### config.mk
export PLATFORM = sky130hd
export DESIGN_NAME = bcd_seg_scanner
export DESIGN_NICKNAME = d
export VERILOG_FILES = /design/src/rtl/bcd_seg_scanner.sv
export SDC_FILE = /design/constraint.sdc
export NUM_CORES = 1
export LEC_CHECK = 0
export CORE_MARGIN = 2
export CORE_UTILIZATION = 26
export CTS_BUF_LIST = sky130_fd_sc_hd__clkbuf_4
export CTS_CLUSTER_SIZE = 40
export DETAILED_ROUTE_END_ITERATION = 10
export GPL_TIMING_DRIVEN = 0
export HOLD_SLACK_MARGIN = 0.15
export SLEW_MARGIN = 30
export SYNTH_ARGS = -nofsm -noshare
export SYNTH_HDL_FRONTEND = slang
export SYNTH_HIERARCHICAL = 1
export SYNTH_SLANG_ARGS = --single-unit
### constraint.sdc
create_clock -name clk -period 3.55 [get_ports clk]
set_clock_uncertainty 0.15 [all_clocks]
set_input_delay 1.065 -clock clk [delete_from_list [all_inputs] [get_ports clk]]
set_output_delay 1.065 -clock clk [all_outputs]
set_load 0.02 [all_outputs]
### src/rtl/bcd_seg_scanner.sv
// bcd_seg_scanner: multiplexed 7-segment driver for N_DIGITS BCD/hex digits.
// A one-deep shadow register takes new codes via a load/ready handshake and
// hands them to the display register only at a frame boundary, so a scan
// frame always shows one consistent value.

// Per-digit leading-zero lane: a digit is a leading zero when it and every
// higher digit hold code 0.
module bcd_seg_lane (
    input  logic [3:0] code,
    input  logic       higher_zero,
    input  logic       blank_lz,
    output logic       zero_up,
    output logic       blank
);
    assign zero_up = (code == 4'd0) && higher_zero;
    assign blank   = blank_lz && zero_up;
endmodule

module bcd_seg_scanner #(
    parameter int N_DIGITS    = 4,
    parameter int REFRESH_DIV = 1000,
    parameter int ACTIVE_LOW  = 1,
    parameter int HEX_EN      = 0
) (
    input  logic                    clk,
    input  logic                    rst_n,
    input  logic                    load,
    input  logic [4*N_DIGITS-1:0]   bcd_in,
    input  logic                    blank_lz,
    output logic                    ready,
    output logic [6:0]              seg,
    output logic [N_DIGITS-1:0]     dig_en
);
    localparam int DW = $clog2(REFRESH_DIV);
    localparam int IW = (N_DIGITS > 1) ? $clog2(N_DIGITS) : 1;

    logic [DW-1:0]                div_cnt;
    logic [IW-1:0]                idx;
    logic                         pending;
    logic                         pending_nxt;
    logic [N_DIGITS-1:0][3:0]     shadow;
    logic [N_DIGITS-1:0][3:0]     display;

    logic                         slot_wrap;
    logic                         frame_wrap;
    logic                         fire;

    logic [N_DIGITS:1]            hz;
    logic [N_DIGITS-1:0]          blanked;

    logic [3:0]                   cur_code;
    logic                         cur_blank;
    logic [N_DIGITS-1:0]          onehot;
    logic [6:0]                   seg_al;
    logic [N_DIGITS-1:0]          en_al;

    // Active-low glyph table; codes 10..15 show hex letters or an error "E".
    function automatic logic [6:0] decode(input logic [3:0] c);
        logic [6:0] g;
        case (c)
            4'd0:    g = 7'b0000001;
            4'd1:    g = 7'b1001111;
            4'd2:    g = 7'b0010010;
            4'd3:    g = 7'b0000110;
            4'd4:    g = 7'b1001100;
            4'd5:    g = 7'b0100100;
            4'd6:    g = 7'b0100000;
            4'd7:    g = 7'b0001111;
            4'd8:    g = 7'b0000000;
            4'd9:    g = 7'b0000100;
            4'd10:   g = (HEX_EN != 0) ? 7'b0001000 : 7'b0110000;
            4'd11:   g = (HEX_EN != 0) ? 7'b1100000 : 7'b0110000;
            4'd12:   g = (HEX_EN != 0) ? 7'b0110001 : 7'b0110000;
            4'd13:   g = (HEX_EN != 0) ? 7'b1000010 : 7'b0110000;
            4'd14:   g = 7'b0110000;
            default: g = (HEX_EN != 0) ? 7'b0111000 : 7'b0110000;
        endcase
        return g;
    endfunction

    assign slot_wrap  = (div_cnt == DW'(REFRESH_DIV - 1));
    assign frame_wrap = slot_wrap && (idx == IW'(N_DIGITS - 1));
    assign fire       = load && ready;

    // Leading-zero chain runs from the top digit down; digit 0 is never blanked.
    assign hz[N_DIGITS] = 1'b1;
    assign blanked[0]   = 1'b0;
    generate
        for (genvar k = 1; k < N_DIGITS; k++) begin : g_lane
            bcd_seg_lane u_lane (
                .code        (display[k]),
                .higher_zero (hz[k+1]),
                .blank_lz    (blank_lz),
                .zero_up     (hz[k]),
                .blank       (blanked[k])
            );
        end
    endgenerate

    // Pending flag: a boundary consumes the shadow, a handshake refills it.
    // Both cannot coincide because a handshake needs pending clear.
    always_comb begin
        pending_nxt = pending;
        if (frame_wrap && pending)
            pending_nxt = 1'b0;
        if (fire)
            pending_nxt = 1'b1;
    end

    // Scan counters, handshake and frame-synchronous display update.
    always_ff @(posedge clk) begin
        if (!rst_n) begin
            div_cnt <= '0;
            idx     <= '0;
            pending <= 1'b0;
            ready   <= 1'b1;
            shadow  <= '0;
            display <= '0;
        end else begin
            div_cnt <= slot_wrap ? '0 : div_cnt + 1'b1;
            if (slot_wrap)
                idx <= (idx == IW'(N_DIGITS - 1)) ? '0 : idx + 1'b1;
            if (frame_wrap && pending)
                display <= shadow;
            if (fire)
                shadow <= bcd_in;
            pending <= pending_nxt;
            ready   <= ~pending_nxt;
        end
    end

    // Select the code, blank flag and enable bit of the digit being scanned.
    always_comb begin
        cur_code  = '0;
        cur_blank = 1'b0;
        onehot    = '0;
        for (int k = 0; k < N_DIGITS; k++) begin
            if (idx == IW'(k)) begin
                cur_code  = display[k];
                cur_blank = blanked[k];
                onehot[k] = 1'b1;
            end
        end
    end

    // Active-low view; blanked digits and the first slot cycle stay dark.
    always_comb begin
        seg_al = cur_blank ? 7'h7F : decode(cur_code);
        en_al  = (cur_blank || div_cnt == '0) ? '1 : ~onehot;
    end

    // Registered drivers with output polarity applied.
    always_ff @(posedge clk) begin
        if (!rst_n) begin
            seg    <= (ACTIVE_LOW != 0) ? 7'h7F : 7'h00;
            dig_en <= (ACTIVE_LOW != 0) ? '1 : '0;
        end else begin
            seg    <= (ACTIVE_LOW != 0) ? seg_al : ~seg_al;
            dig_en <= (ACTIVE_LOW != 0) ? en_al : ~en_al;
        end
    end
endmodule
Yosys cells after proc, flatten, opt, wreduce, memory -nomap -nowiden
Memories as Yosys holds them, arrays and structs flattened. A register that Yosys moved wholly into a read port is not among the register bits.
Index checks and enable logic that the tools add are counted.
- register bits after elaboration: 50
- ROM bits: 112
- bits of input ports: 20
- output and inout port bits: 12
- logic and storage cells: 54
- memories: 1
- add/subtract/negate cells: 2
- equal/unequal tests: 4
- multiplexer cells: 14
- bitwise operators: 3
- reductions and logical operators: 17
- memory list (memory ; depth ; width ; read ports ; clocked after Yosys merged registers in ; write ports ; line ; RTL):
    (no name shown) ; 16 ; 7 ; 1 ; 1 ; 0 ; 60 ; case (c)
- operators by type and width (cell ; count):
    two-way mux 4 bit ; 4
    logical NOT 4 bit ; 3
    adder 10 x 1 -> 10 bit (second input constant) ; 1
    == test 10 bit (second input constant) ; 1
    logical NOT 10 bit ; 1
    two-way mux 1 bit ; 9
    logical AND 1 bit ; 8
    OR reduction 2 bit ; 3
    == test 2 bit (second input constant) ; 2
    NOT 4 bit ; 1
    adder 2 x 1 -> 2 bit (second input constant) ; 1
    == test 2 x 1 -> 1 bit (second input constant) ; 1
    logical NOT 2 bit ; 1
    two-way mux 2 bit ; 1
    NOT 1 bit ; 2
    logical OR 1 bit ; 1

Longest topological paths before layout
- word-level depth: 9
- depth in mapped cells: 10

Hierarchy
The synthesis kept the hierarchy.
- by module, submodules not included (module ; times used ; cells each ; area an instance (µm²)):
    bcd_seg_scanner ; 1 ; 269 ; 2451.1
    bcd_seg_lane ; 3 ; 4 ; 48.8

Worst setup path after synthesis
Ideal clock, no wire load.
- kind: register -> register
- start: reg idx[0]
- end: reg seg[5]
- library setup time: 0.074 ns
- arrival: 2.156 ns
- required time: 3.326 ns
- path slack: 1.169 ns
- stages on the path, launching flop included: 10
- path buffers: 1
- path through: dfxtp_1 inv_1 ha_1 clkbuf_1 nor3b_1 a221oi_1 inv_1 ha_1 o21a_1 o21ai_0
- word-level cells in the longest chain between the ends: 5
- RTL lines (what ; line ; RTL):
    start, declared ; 38 ; logic [IW-1:0] idx;
    start signal, assigned ; 122 ; idx <= (idx == IW'(N_DIGITS - 1)) ? '0 : idx + 1'b1;
    == test 2 x 1 -> 1 bit or logical NOT 2 bit (tied branches) ; 138 ; if (idx == IW'(k)) begin
    two-way mux 1 bit or two-way mux 4 bit (tied branches) (3 in series) ; 138 ;
    OR reduction 2 bit (no source line) or two-way mux 4 bit (tied branches) ; -- ;
    end, declared ; 31 ; output logic [6:0] seg,
Several ways; a longest one is shown, not always the timed one.
A chain may end at the register's enable or synchronous reset.

Worst setup path in the final report
Ends and elaborated chain as after synthesis.

==> results.md <==
* Worst-skew pair later-pin latency at 0.40 ns
* Placement Rows at 36
* Antenna cells at 0
* H-tree depth at 3
* Hold slack at between 0.3 and 0.4 ns
* Nets@finish at around 350
* Place WS at between 0.6 and 0.7 ns
* Cts hold-fix bufs at 0
* First-pass GRT wire length at approximately 9 mm
* Max-cap viol count at 0
* WP buf/inv at 3
* WP data arrival at approximately 3.0 ns
* Root buf cell: clkbuf_4
* Startpoint Class: flop
* Crit path cell chain: inv_1, ha_1, clkbuf_1, nor3b_1, a221oi_1, inv_1, ha_1, o21a_1, o21ai_0
* Worst slew pin tran at slightly above 0.8 ns
* Final WS setup at 0.706 ns
* WL/cell at between 10 and 15 microns
* Via density at 4.42
* Initial Utilization at between 20% and 30%
* Drt pass-1 iters at 4
* Cts repair resizes at 0
* Area Overhead vs Synth at 23.3%
* Final wirelength at around 5.3 mm
* Clock slew at reported path FFs at approximately 0.09 ns
* Synth Net Count at between 300 and 400
* Cell family with most CP delay: compound AO/OA/AOI/OAI gates
* Crit path kind: reg2reg
* Die area at 10,800 sq um
* Ys Warns at 6
* Avg Cell Area, Syn at a little over 9 sq um
* Pwr Density at ~380 nW/um^2
* Layout cells sized above 1 at about 9%
* Fin crit period at 2.84 ns
* Slew HR at 45.4%
* Initial DRC count at 91
* Final setup vio count at 0
* Worst IR Drop VDD at between 0.1 and 0.15 mV
* Req. time, crit path at approximately 3.7 ns
* Post-CTS Setup Bufs at 0
* Period Utilization, post-route at approximately 80%
* Hpwl dp at roughly 4.0 mm
* CP max-delay cell: a221oi_1
* Core box area at approximately 10000 sq um
* TritonCTS clock tree: yes
* Cell Area, Synth at ~2600 sq um
* CTS buffer count at 9
* Post-Synthesis Cells at between 200 and 300
* Aggregate global routing overflow at 0
* Largest net degree at the start of global routing at 11
* Post-route DRC at 0
* LEAKAGE at 1.30 nW
* Setup crit end kind: flop
* RSZ-0062 raised after global routing: false
* Buffers on Ports at 31
* RD Place Congestion at slightly above 0.8
* Total track usage at a little over a tenth
* Die Ht at between 100 and 150 microns
* Status: finished clean
* DP Area at 3070 sq um
* Die width at between 100 and 150 microns
* Max incr delay on CP at between 0.6 and 0.7 ns
* Finished Cell Area at approximately 3200 sq um
* Initial antenna violation count at 0
* CTS sink count at 57
* Final ANT Viol Nets at 0
* Crit-path max FO at 10
* Vias in the first global route at roughly 1,900
* Pins Over Slew Limit at 0
* Via Count at approximately 2,000
* Endpoints failing hold at 0
* Total I/O pin count at 32
* Setup_tns at 0 ns
* Hold WC Path Type: reg2reg
* Fmax at ~350 MHz
* CTS Buffer Depth at 2
-- routing by layer --
| layer | vias to the layer above | part of all wire [%] | global-route usage, % | wire length (microns) |
|---|---|---|---|---|
| met1 | 933 | 50 | 13.4 | 2620 |
| met4 | 0 | 0.84 | 5.21 | 44 |
| met5 | - | 0 | 0 | 0 |
| met2 | 44 | 46 | 16.0 | 2400 |
| li1 | 1050 | - | - | - |
| met3 | 4 | 3.7 | 3.59 | 192 |
-- cell usage in the layout, fill, tap and decap left out, drive strengths merged, types with 2 or more instances in the layout --
| master | instances |
|---|---|
| inv | 11 |
| nand3b | 3 |
| xor2 | 2 |
| nor3 | 5 |
| nand2 | 43 |
| ha | 12 |
| nor3b | 2 |
| or4 | 2 |
| mux2i | 19 |
| clkbuf | 15 |
| xnor2 | 5 |
| o221ai | 2 |
| and2 | 5 |
| nor4 | 2 |
| nor2 | 31 |
| o21a | 4 |
| dfxtp | 57 |
| or3b | 2 |
| and3 | 2 |
| clkdlybuf4s50 | 31 |
| o211ai | 2 |
| and3b | 2 |
| nand4bb | 2 |
| clkinv | 5 |
| a221oi | 2 |
| a21oi | 18 |
| nor4bb | 3 |
| buf | 6 |
| nand3 | 6 |
| o21ai | 7 |
| nand2b | 3 |
| a211o | 2 |
| a211oi | 2 |
-- power breakdown --
group / internal (mW) / total (mW) / switching [mW]
Sequential: 0.660 / 0.671 / 0.0111
Combinational: 0.0511 / 0.100 / 0.0491
Clock: 0.207 / 0.446 / 0.239
Total: 0.918 / 1.22 / 0.299
-- path summary, 6_finish.rpt --
check	start	to	slack (ns)	depth (start not counted)
worst max-delay path	idx[0]	seg[5]	0.71	9
worst min-delay path	shadow[7]	shadow[7]	0.31	2
worst max register to register	idx[0]	seg[5]	0.71	9
worst min register to register	shadow[7]	shadow[7]	0.31	2
-- per-stage QoR --
stage / total power, mW / instances / utilization [%]
after floorplan: 0.739 / 280 / -
after global placement: 0.786 / 444 / 31.5
after detailed placement: 0.788 / 444 / 31.5
after CTS: 1.24 / 459 / 32.8
after global routing: 1.28 / 459 / 32.8
final: 1.22 / 459 / 32.8
-- state kept, by name (all words and copies together) (netlist names) --
| signal | cells |
|---|---|
| dig_en | 4 |
| display | 16 |
| div_cnt | 10 |
| idx | 2 |
| pending | 1 |
| ready | 1 |
| seg | 7 |
| shadow | 16 |
-- layout make-up --
class                           instances  area, sq um
Sequential cell                        57         1140
Clock buffer                            9         67.6
Buffer                                 12         72.6
Fill cell                            1041         6530
Inverter                               12         45.0
Multi-Input combinational cell        199         1330
Clock inverter                          6         60.1
Tap cell                              133          166
Timing Repair Buffer                   31          310
-- worst reg2reg max path, delay by kind of cell, from the launching register on --
family | cells | cell delay [ns]
buf+inv | 3 | 0.50
flops | 1 | 0.40
simple gates | 1 | 0.19
fa+ha+maj | 2 | 0.56
compound gates | 3 | 0.97
(Power assumes the default switching activity.)
